`config.mk`:
```
export PLATFORM = sky130hd
export DESIGN_NAME = spec_readout
export DESIGN_NICKNAME = d
export VERILOG_FILES = /design/src/rtl/spec_pkg.sv /design/src/rtl/spec_skid_fifo.sv /design/src/rtl/spec_readout.sv
export SDC_FILE = /design/constraint.sdc
export NUM_CORES = 1
export LEC_CHECK = 0
export ABC_AREA = 0
export ABC_CLOCK_PERIOD_IN_PS = 3000
export CORE_MARGIN = 5
export CORE_UTILIZATION = 45
export CTS_BUF_LIST = sky130_fd_sc_hd__clkbuf_2
export CTS_CLUSTER_SIZE = 25
export DETAILED_ROUTE_END_ITERATION = 16
export GPL_ROUTABILITY_DRIVEN = 0
export PLACE_DENSITY_LB_ADDON = 0.3
export SYNTH_ARGS = -nofsm -noshare
export SYNTH_HDL_FRONTEND = slang
export SYNTH_HIERARCHICAL = 1
export SYNTH_SLANG_ARGS = --single-unit
export TNS_END_PERCENT = 100
```
`constraint.sdc`:
```
create_clock -name clk -period 3 [get_ports clk]
set_clock_uncertainty 0.05 [all_clocks]
set_input_delay 0.6 -clock clk [delete_from_list [all_inputs] [get_ports clk]]
set_output_delay 0.6 -clock clk [all_outputs]
set_load 0.02 [all_outputs]
```
`src/rtl/spec_pkg.sv`:
```
// Shared definitions for the spectrum readout block: address geometry,
// word width, readout FSM states and the {bin, idx} address packer.
package spec_pkg;

    localparam int N_PTS    = 1024;
    localparam int MAX_BINS = 16;
    localparam int IDX_W    = $clog2(N_PTS);
    localparam int BIN_W    = $clog2(MAX_BINS);
    localparam int ADDR_W   = BIN_W + IDX_W;
    localparam int DATA_W   = 32;

    typedef enum logic [1:0] {
        ST_IDLE,
        ST_READ,
        ST_DRAIN,
        ST_FINISH
    } state_t;

    // DPRAM port-B address: range bin in the upper field, FFT index below.
    function automatic logic [ADDR_W-1:0] pack_addr(input logic [BIN_W-1:0] bin,
                                                    input logic [IDX_W-1:0] idx);
        return {bin, idx};
    endfunction

endpackage

```
`src/rtl/spec_skid_fifo.sv`:
```
// Small synchronous FIFO that absorbs DPRAM read latency under backpressure.
// The head entry is presented from storage flops; o_data is forced to zero
// whenever the FIFO is empty so the output port is clean after reset.
// Simultaneous push and pop leaves the occupancy unchanged, allowing one
// word per cycle of sustained throughput.
module spec_skid_fifo #(
    parameter int DATA_W = 32,
    parameter int DEPTH  = 4
) (
    input  logic                     clk,
    input  logic                     rst,
    input  logic                     i_push,
    input  logic [DATA_W-1:0]        i_data,
    input  logic                     i_pop,
    output logic [DATA_W-1:0]        o_data,
    output logic                     o_valid,
    output logic [$clog2(DEPTH):0]   o_count
);

    localparam int PTR_W = $clog2(DEPTH);
    localparam int CNT_W = PTR_W + 1;

    logic [DATA_W-1:0] r_mem [DEPTH];
    logic [PTR_W-1:0]  r_wr_ptr;
    logic [PTR_W-1:0]  r_rd_ptr;
    logic [CNT_W-1:0]  r_count;
    logic [CNT_W-1:0]  w_count_nxt;
    logic              r_valid;
    logic              w_pop;

    assign w_pop       = i_pop && r_valid;
    assign w_count_nxt = r_count + CNT_W'(i_push) - CNT_W'(w_pop);

    // Pointer and occupancy bookkeeping; cleared on reset to flush the FIFO.
    always_ff @(posedge clk) begin
        if (rst) begin
            r_wr_ptr <= '0;
            r_rd_ptr <= '0;
            r_count  <= '0;
            r_valid  <= 1'b0;
        end else begin
            if (i_push) r_wr_ptr <= r_wr_ptr + PTR_W'(1);
            if (w_pop)  r_rd_ptr <= r_rd_ptr + PTR_W'(1);
            r_count <= w_count_nxt;
            r_valid <= (w_count_nxt != '0);
        end
    end

    // Storage array; contents need no reset since occupancy gates visibility.
    always_ff @(posedge clk) begin
        if (i_push) r_mem[r_wr_ptr] <= i_data;
    end

    assign o_data  = r_valid ? r_mem[r_rd_ptr] : '0;
    assign o_valid = r_valid;
    assign o_count = r_count;

endmodule

```
`src/rtl/spec_readout.sv`:
```
// Spectrum readout: after a frame is accumulated, walks DPRAM port B over
// every {bin, idx} address and streams the words out through a skid FIFO
// with a valid/ready handshake.
// Optional build macro SPEC_READOUT_CLEAR_EN adds a write-back port that
// zeroes each location RD_LAT+1 cycles after it has been read.
module spec_readout
    import spec_pkg::*;
#(
    parameter int RD_LAT     = 2,
    parameter int SKID_DEPTH = 4
) (
    input  logic               clk,
    input  logic               rst,
    input  logic               start,
    input  logic [BIN_W:0]     num_bins,
    output logic [ADDR_W-1:0]  rdaddr_out,
    output logic               rden_out,
    input  logic [DATA_W-1:0]  rddata_in,
    output logic [DATA_W-1:0]  dout,
    output logic               dout_valid,
    input  logic               dout_ready,
    output logic               dout_last,
    output logic               busy,
`ifdef SPEC_READOUT_CLEAR_EN
    output logic [ADDR_W-1:0]  clr_addr_out,
    output logic               clr_we_out,
`endif
    output logic               done
);

    localparam int CNT_W = $clog2(SKID_DEPTH) + 1;
    localparam int SUM_W = CNT_W + 1;

    state_t             r_state;
    state_t             w_state_nxt;
    logic [BIN_W:0]     r_nb;
    logic [BIN_W:0]     w_nb_m1;
    logic [BIN_W-1:0]   r_bin;
    logic [IDX_W-1:0]   r_idx;
    logic [ADDR_W-1:0]  r_wcnt;
    logic [ADDR_W-1:0]  w_last_ord;
    logic [RD_LAT-1:0]  r_vld_p;
    logic [CNT_W-1:0]   w_occ;
    logic [CNT_W-1:0]   w_inflight;
    logic [SUM_W-1:0]   w_pending;
    logic               w_start_ok;
    logic               w_room;
    logic               w_last_addr;
    logic               w_rden;
    logic               w_pop;

    assign w_start_ok  = start && (num_bins != '0) && (num_bins <= (BIN_W+1)'(MAX_BINS));
    assign w_nb_m1     = r_nb - (BIN_W+1)'(1);
    assign w_last_addr = (r_bin == w_nb_m1[BIN_W-1:0]) && (r_idx == '1);
    assign w_last_ord  = pack_addr(w_nb_m1[BIN_W-1:0], '1);
    // Words queued plus words still coming back from the RAM must never
    // exceed the FIFO depth, so a read is only issued when there is room.
    assign w_pending   = SUM_W'(w_occ) + SUM_W'(w_inflight);
    assign w_room      = w_pending < SUM_W'(SKID_DEPTH);
    assign w_pop       = dout_valid && dout_ready;

    assign rden_out    = w_rden;
    assign rdaddr_out  = pack_addr(r_bin, r_idx);
    assign dout_last   = dout_valid && (r_wcnt == w_last_ord);
    assign busy        = (r_state == ST_READ) || (r_state == ST_DRAIN);
    assign done        = (r_state == ST_FINISH);

    // FSM state register.
    always_ff @(posedge clk) begin
        if (rst) r_state <= ST_IDLE;
        else     r_state <= w_state_nxt;
    end

    // Next-state and read-enable decode.
    always_comb begin
        w_state_nxt = r_state;
        w_rden      = 1'b0;
        case (r_state)
            ST_IDLE: begin
                if (w_start_ok) w_state_nxt = ST_READ;
            end
            ST_READ: begin
                if (w_room) begin
                    w_rden = 1'b1;
                    if (w_last_addr) w_state_nxt = ST_DRAIN;
                end
            end
            ST_DRAIN: begin
                if (w_pop && dout_last) w_state_nxt = ST_FINISH;
            end
            ST_FINISH: begin
                w_state_nxt = ST_IDLE;
            end
            default: w_state_nxt = ST_IDLE;
        endcase
    end

    // Frame bookkeeping: latched bin count, read address walk, output word count.
    always_ff @(posedge clk) begin
        if (rst) begin
            r_nb   <= '0;
            r_bin  <= '0;
            r_idx  <= '0;
            r_wcnt <= '0;
        end else begin
            if ((r_state == ST_IDLE) && w_start_ok) begin
                r_nb   <= num_bins;
                r_bin  <= '0;
                r_idx  <= '0;
                r_wcnt <= '0;
            end
            if (w_rden) begin
                r_idx <= r_idx + IDX_W'(1);
                if (r_idx == '1) r_bin <= r_bin + BIN_W'(1);
            end
            if (w_pop) r_wcnt <= r_wcnt + ADDR_W'(1);
        end
    end

    // Valid shift register tracking reads still inside the RAM pipeline.
    always_ff @(posedge clk) begin
        if (rst) begin
            r_vld_p <= '0;
        end else begin
            r_vld_p[0] <= w_rden;
            for (int i = 1; i < RD_LAT; i++) r_vld_p[i] <= r_vld_p[i-1];
        end
    end

    // Number of reads currently in flight.
    always_comb begin
        w_inflight = '0;
        for (int i = 0; i < RD_LAT; i++) w_inflight = w_inflight + CNT_W'(r_vld_p[i]);
    end

    spec_skid_fifo #(
        .DATA_W (DATA_W),
        .DEPTH  (SKID_DEPTH)
    ) u_skid (
        .clk     (clk),
        .rst     (rst),
        .i_push  (r_vld_p[RD_LAT-1]),
        .i_data  (rddata_in),
        .i_pop   (w_pop),
        .o_data  (dout),
        .o_valid (dout_valid),
        .o_count (w_occ)
    );

`ifdef SPEC_READOUT_CLEAR_EN
    logic [ADDR_W-1:0] r_caddr_p [RD_LAT+1];
    logic              r_cwe;

    // Delay each read address so the zero write lands RD_LAT+1 cycles after its read.
    always_ff @(posedge clk) begin
        if (rst) begin
            for (int i = 0; i <= RD_LAT; i++) r_caddr_p[i] <= '0;
            r_cwe <= 1'b0;
        end else begin
            r_caddr_p[0] <= rdaddr_out;
            for (int i = 1; i <= RD_LAT; i++) r_caddr_p[i] <= r_caddr_p[i-1];
            r_cwe <= r_vld_p[RD_LAT-1];
        end
    end

    assign clr_addr_out = r_caddr_p[RD_LAT];
    assign clr_we_out   = r_cwe;
`endif

endmodule
```
==> reports/qor.yml <==
status: "complete, no violations"
yosysMostFrequentCell: "edfxtp_1"
ir_drop_uv: 372.8
synthFlopType: "edfxtp_1"
power_density_mw_per_mm2: 532.9
crit_start: "r_nb[0]"
rsz0062_at_grt: "true"
postLayoutCellArea_mm2: 0.008917
holdPathStages: 1
worstSkewPairLatency_ns: 0.72
die_width_um: 137.8
crit_arrival_ns: 2.24
syn_inst: 480
synth_cell_types: 51
relSlewSlack: 0.3968
rows: 46
wl_per_cell_um: 17.60
fmax_ghz: 0.3463
finalHoldViolations: 0
grt_pass1_wl_um: 23090
place_area_mm2: 0.008537
syn_avg_cell_area_um2: 15.32
io_pins: 92
grt_max_degree: 34
core_mm2: 0.01594
areaGrowthSynthToFinish_pct: 21.27
synthTopCellsByCount: "128 x edfxtp_1, 46 x dfxtp_1, 37 x and2_1, 37 x nor2_1, 30 x mux4_2"
reg2reg_slack_ns: 0.73
switching_power_mw: 1.355
p_leak_nw: 3.052
pwr-share-clk: 0.238
clk_path_buf_depth: 2
synth_edf_count: 128
io_buffers: 91
synth_top_area_frac: 0.5227
crit_path_start_kind: "flop"
setup_viol: 0
numCtsBuffers: 17
synth_simple_gate_area_frac: 0.1062
numClockSinks: 174
fin_util: 0.5593
yosysSeqAreaShare: 0.6479
antenna_found_initial: 1
dp_slack_ns: 0.1863
synth_area_mm2: 0.007353
nNetsFinal: 649
hp-class: "in -> reg"
synth_top_family_by_area: "multiplexers"
min_period_over_period: 0.9625
dr_total_vias: 4357
htreeDepth: 4
cp-end-kind: "output pin"
finalPower_mw: 4.752
cp.required_ns: 2.35
maxCapViolCount: 0
antennaDiodeCount: 0
die_area_mm2: 0.01900
hpwl_um: 8988
synth_compound_area_frac: 0.05547
fillers: 1286
cts-root-buf: "clkbuf_2"
worst-path-max-fanout: 2
grtUsageTotal: 0.1601
drt_iter0_drc: 231
r2r-start: "u_skid/o_valid"
synth_fp_nets: 538
critPathKind: "reg -> out"
seqPwrFrac: 0.571
dp.cells: 779
synthAdderAreaFrac: 0.02995
synthTopCellsByArea: "edfxtp_1 52%, dfxtp_1 13%, mux4_2 9.2%, and2_1 3.1%, ha_1 2.7%"
synthMuxAreaShare: 0.1072
synth_warnings: 6
cts_tree: "yes"
worstHoldStart: "rddata_in[23]"
instances_no_fill: 820
start_util: 0.4612
ant_nets: 0
ys_async_sr_fraction: 0
yosys_register_bits: 174
pwr-share-comb: 0.192
synth-xor-area-share: 0.02739
post_drt_via_cell_ratio: 5.313
grt_pass1_vias: 4531
tightest_slew_ns: 0.9048
drc_errors: 0
slew_viol_final: 0
wl_um: 14430
clkTransAtPathRegs_ns: 0.25
internal_power_mw: 3.397
worst-r2r-cell-count: 10
grt_overflow: 0
layout-drive-gt1-share: 0.2815
rr_endpoint: "u_skid/o_valid"
fin_ws_ns: 0.1125
fp.dieH_um: 137.8
period_minus_slack_ns: 2.887
swShare: 0.2851
post-synth-top-area-cell: "edfxtp_1"
worstHoldEndpoint: "u_skid/r_mem[2][23]"
dr.pass1.iters: 5
-- per-layer routing --
metal | GRT usage | wire length [µm] | vias to the layer above
li1 | - | - | 2039
met1 | 0.2011 | 6059 | 2183
met2 | 0.2720 | 7367 | 116
met3 | 0.04638 | 816 | 17
met4 | 0.04391 | 172 | 2
met5 | 0 | 11 | -
-- sequential cells by signal (all words and copies together) (netlist names), 3 cells and up, named ones only --
signal / count
r_bin: 4
r_wcnt: 14
u_skid/r_mem: 128
u_skid/o_count: 3
r_nb: 4
r_idx: 10
-- logic make-up after synthesis --
group                    after synthesis
AND/OR/NAND/NOR                      143
flip-flops                           174
AO/OA/AOI/OAI                         55
XOR/XNOR                              19
buffers and inverters                 34
adder cells (fa/ha/maj)               17
multiplexers                          38
-- worst max path at each step --
stage          cells past startpoint  slack [ns]              to
2_1_floorplan                     11        0.57  u_skid/o_valid
3_3_place_gp                       7        0.21       dout_last
3_5_place_dp                       7        0.19       dout_last
4_1_cts                            7       -0.08       dout_last
5_1_grt                            4       -0.05         dout[8]
6_report                           7        0.11       dout_last
-- power groups by stage --
stage,Clock (mW),Combinational (mW),Sequential (mW)
detailed placement,0,0.877,2.76
global placement,0,0.863,2.76
floorplan,0,0.514,2.76
CTS,1.18,0.880,2.71
finish,1.13,0.911,2.71
global route,1.29,0.993,2.72
-- worst max-delay path, stage by stage (launching register included) --
cell and delay (ns):
dfxtp_4 0.42, inv_4 0.04, ha_4 0.26, xor2_1 0.16, and3_4 0.20, nand4_1 0.12, nor3_2 0.15, buf_4 0.17
-- per-stage QoR --
step                setup TNS [ns]  hold WS (ns)
CTS                        -0.1226        0.3217
floorplan                        0        0.3947
finish                           0        0.4179
global placement                 0        0.4098
global route               -0.5578        0.2941
detailed placement               0        0.4146
-- final cells by class --
cell class | count | area, µm² | area share
flip-flops and latches | 174 | 4777 | 0.5357
multi-input cells | 272 | 2489 | 0.2791
repair buffers | 110 | 1099 | 0.1232
well taps | 216 | 270.3 | 0.03031
clock inverters | 15 | 135.1 | 0.01515
clock buffers | 17 | 85.08 | 0.009541
inverters | 16 | 62.56 | 0.007016
-- placed cells by master (no fill, tap or decap), types with 17 or more instances in the layout --
cell / n
a21oi_1: 17
and2_4: 17
buf_4: 20
clkbuf_2: 17
clkdlybuf4s50_1: 57
dfxtp_1: 40
edfxtp_1: 128
mux4_2: 32
nor2_1: 37
-- what timing repair did --
item / CTS / global route
resized for setup: 175 / 42
cloned: 3 / 0
hold buffers: 0 / 0
pin swaps: 10 / 7
endpoints found under the setup margin: 34 / 34
buffers inserted: 7 / 1
Note: power is estimated with default switching activity, not from simulation.
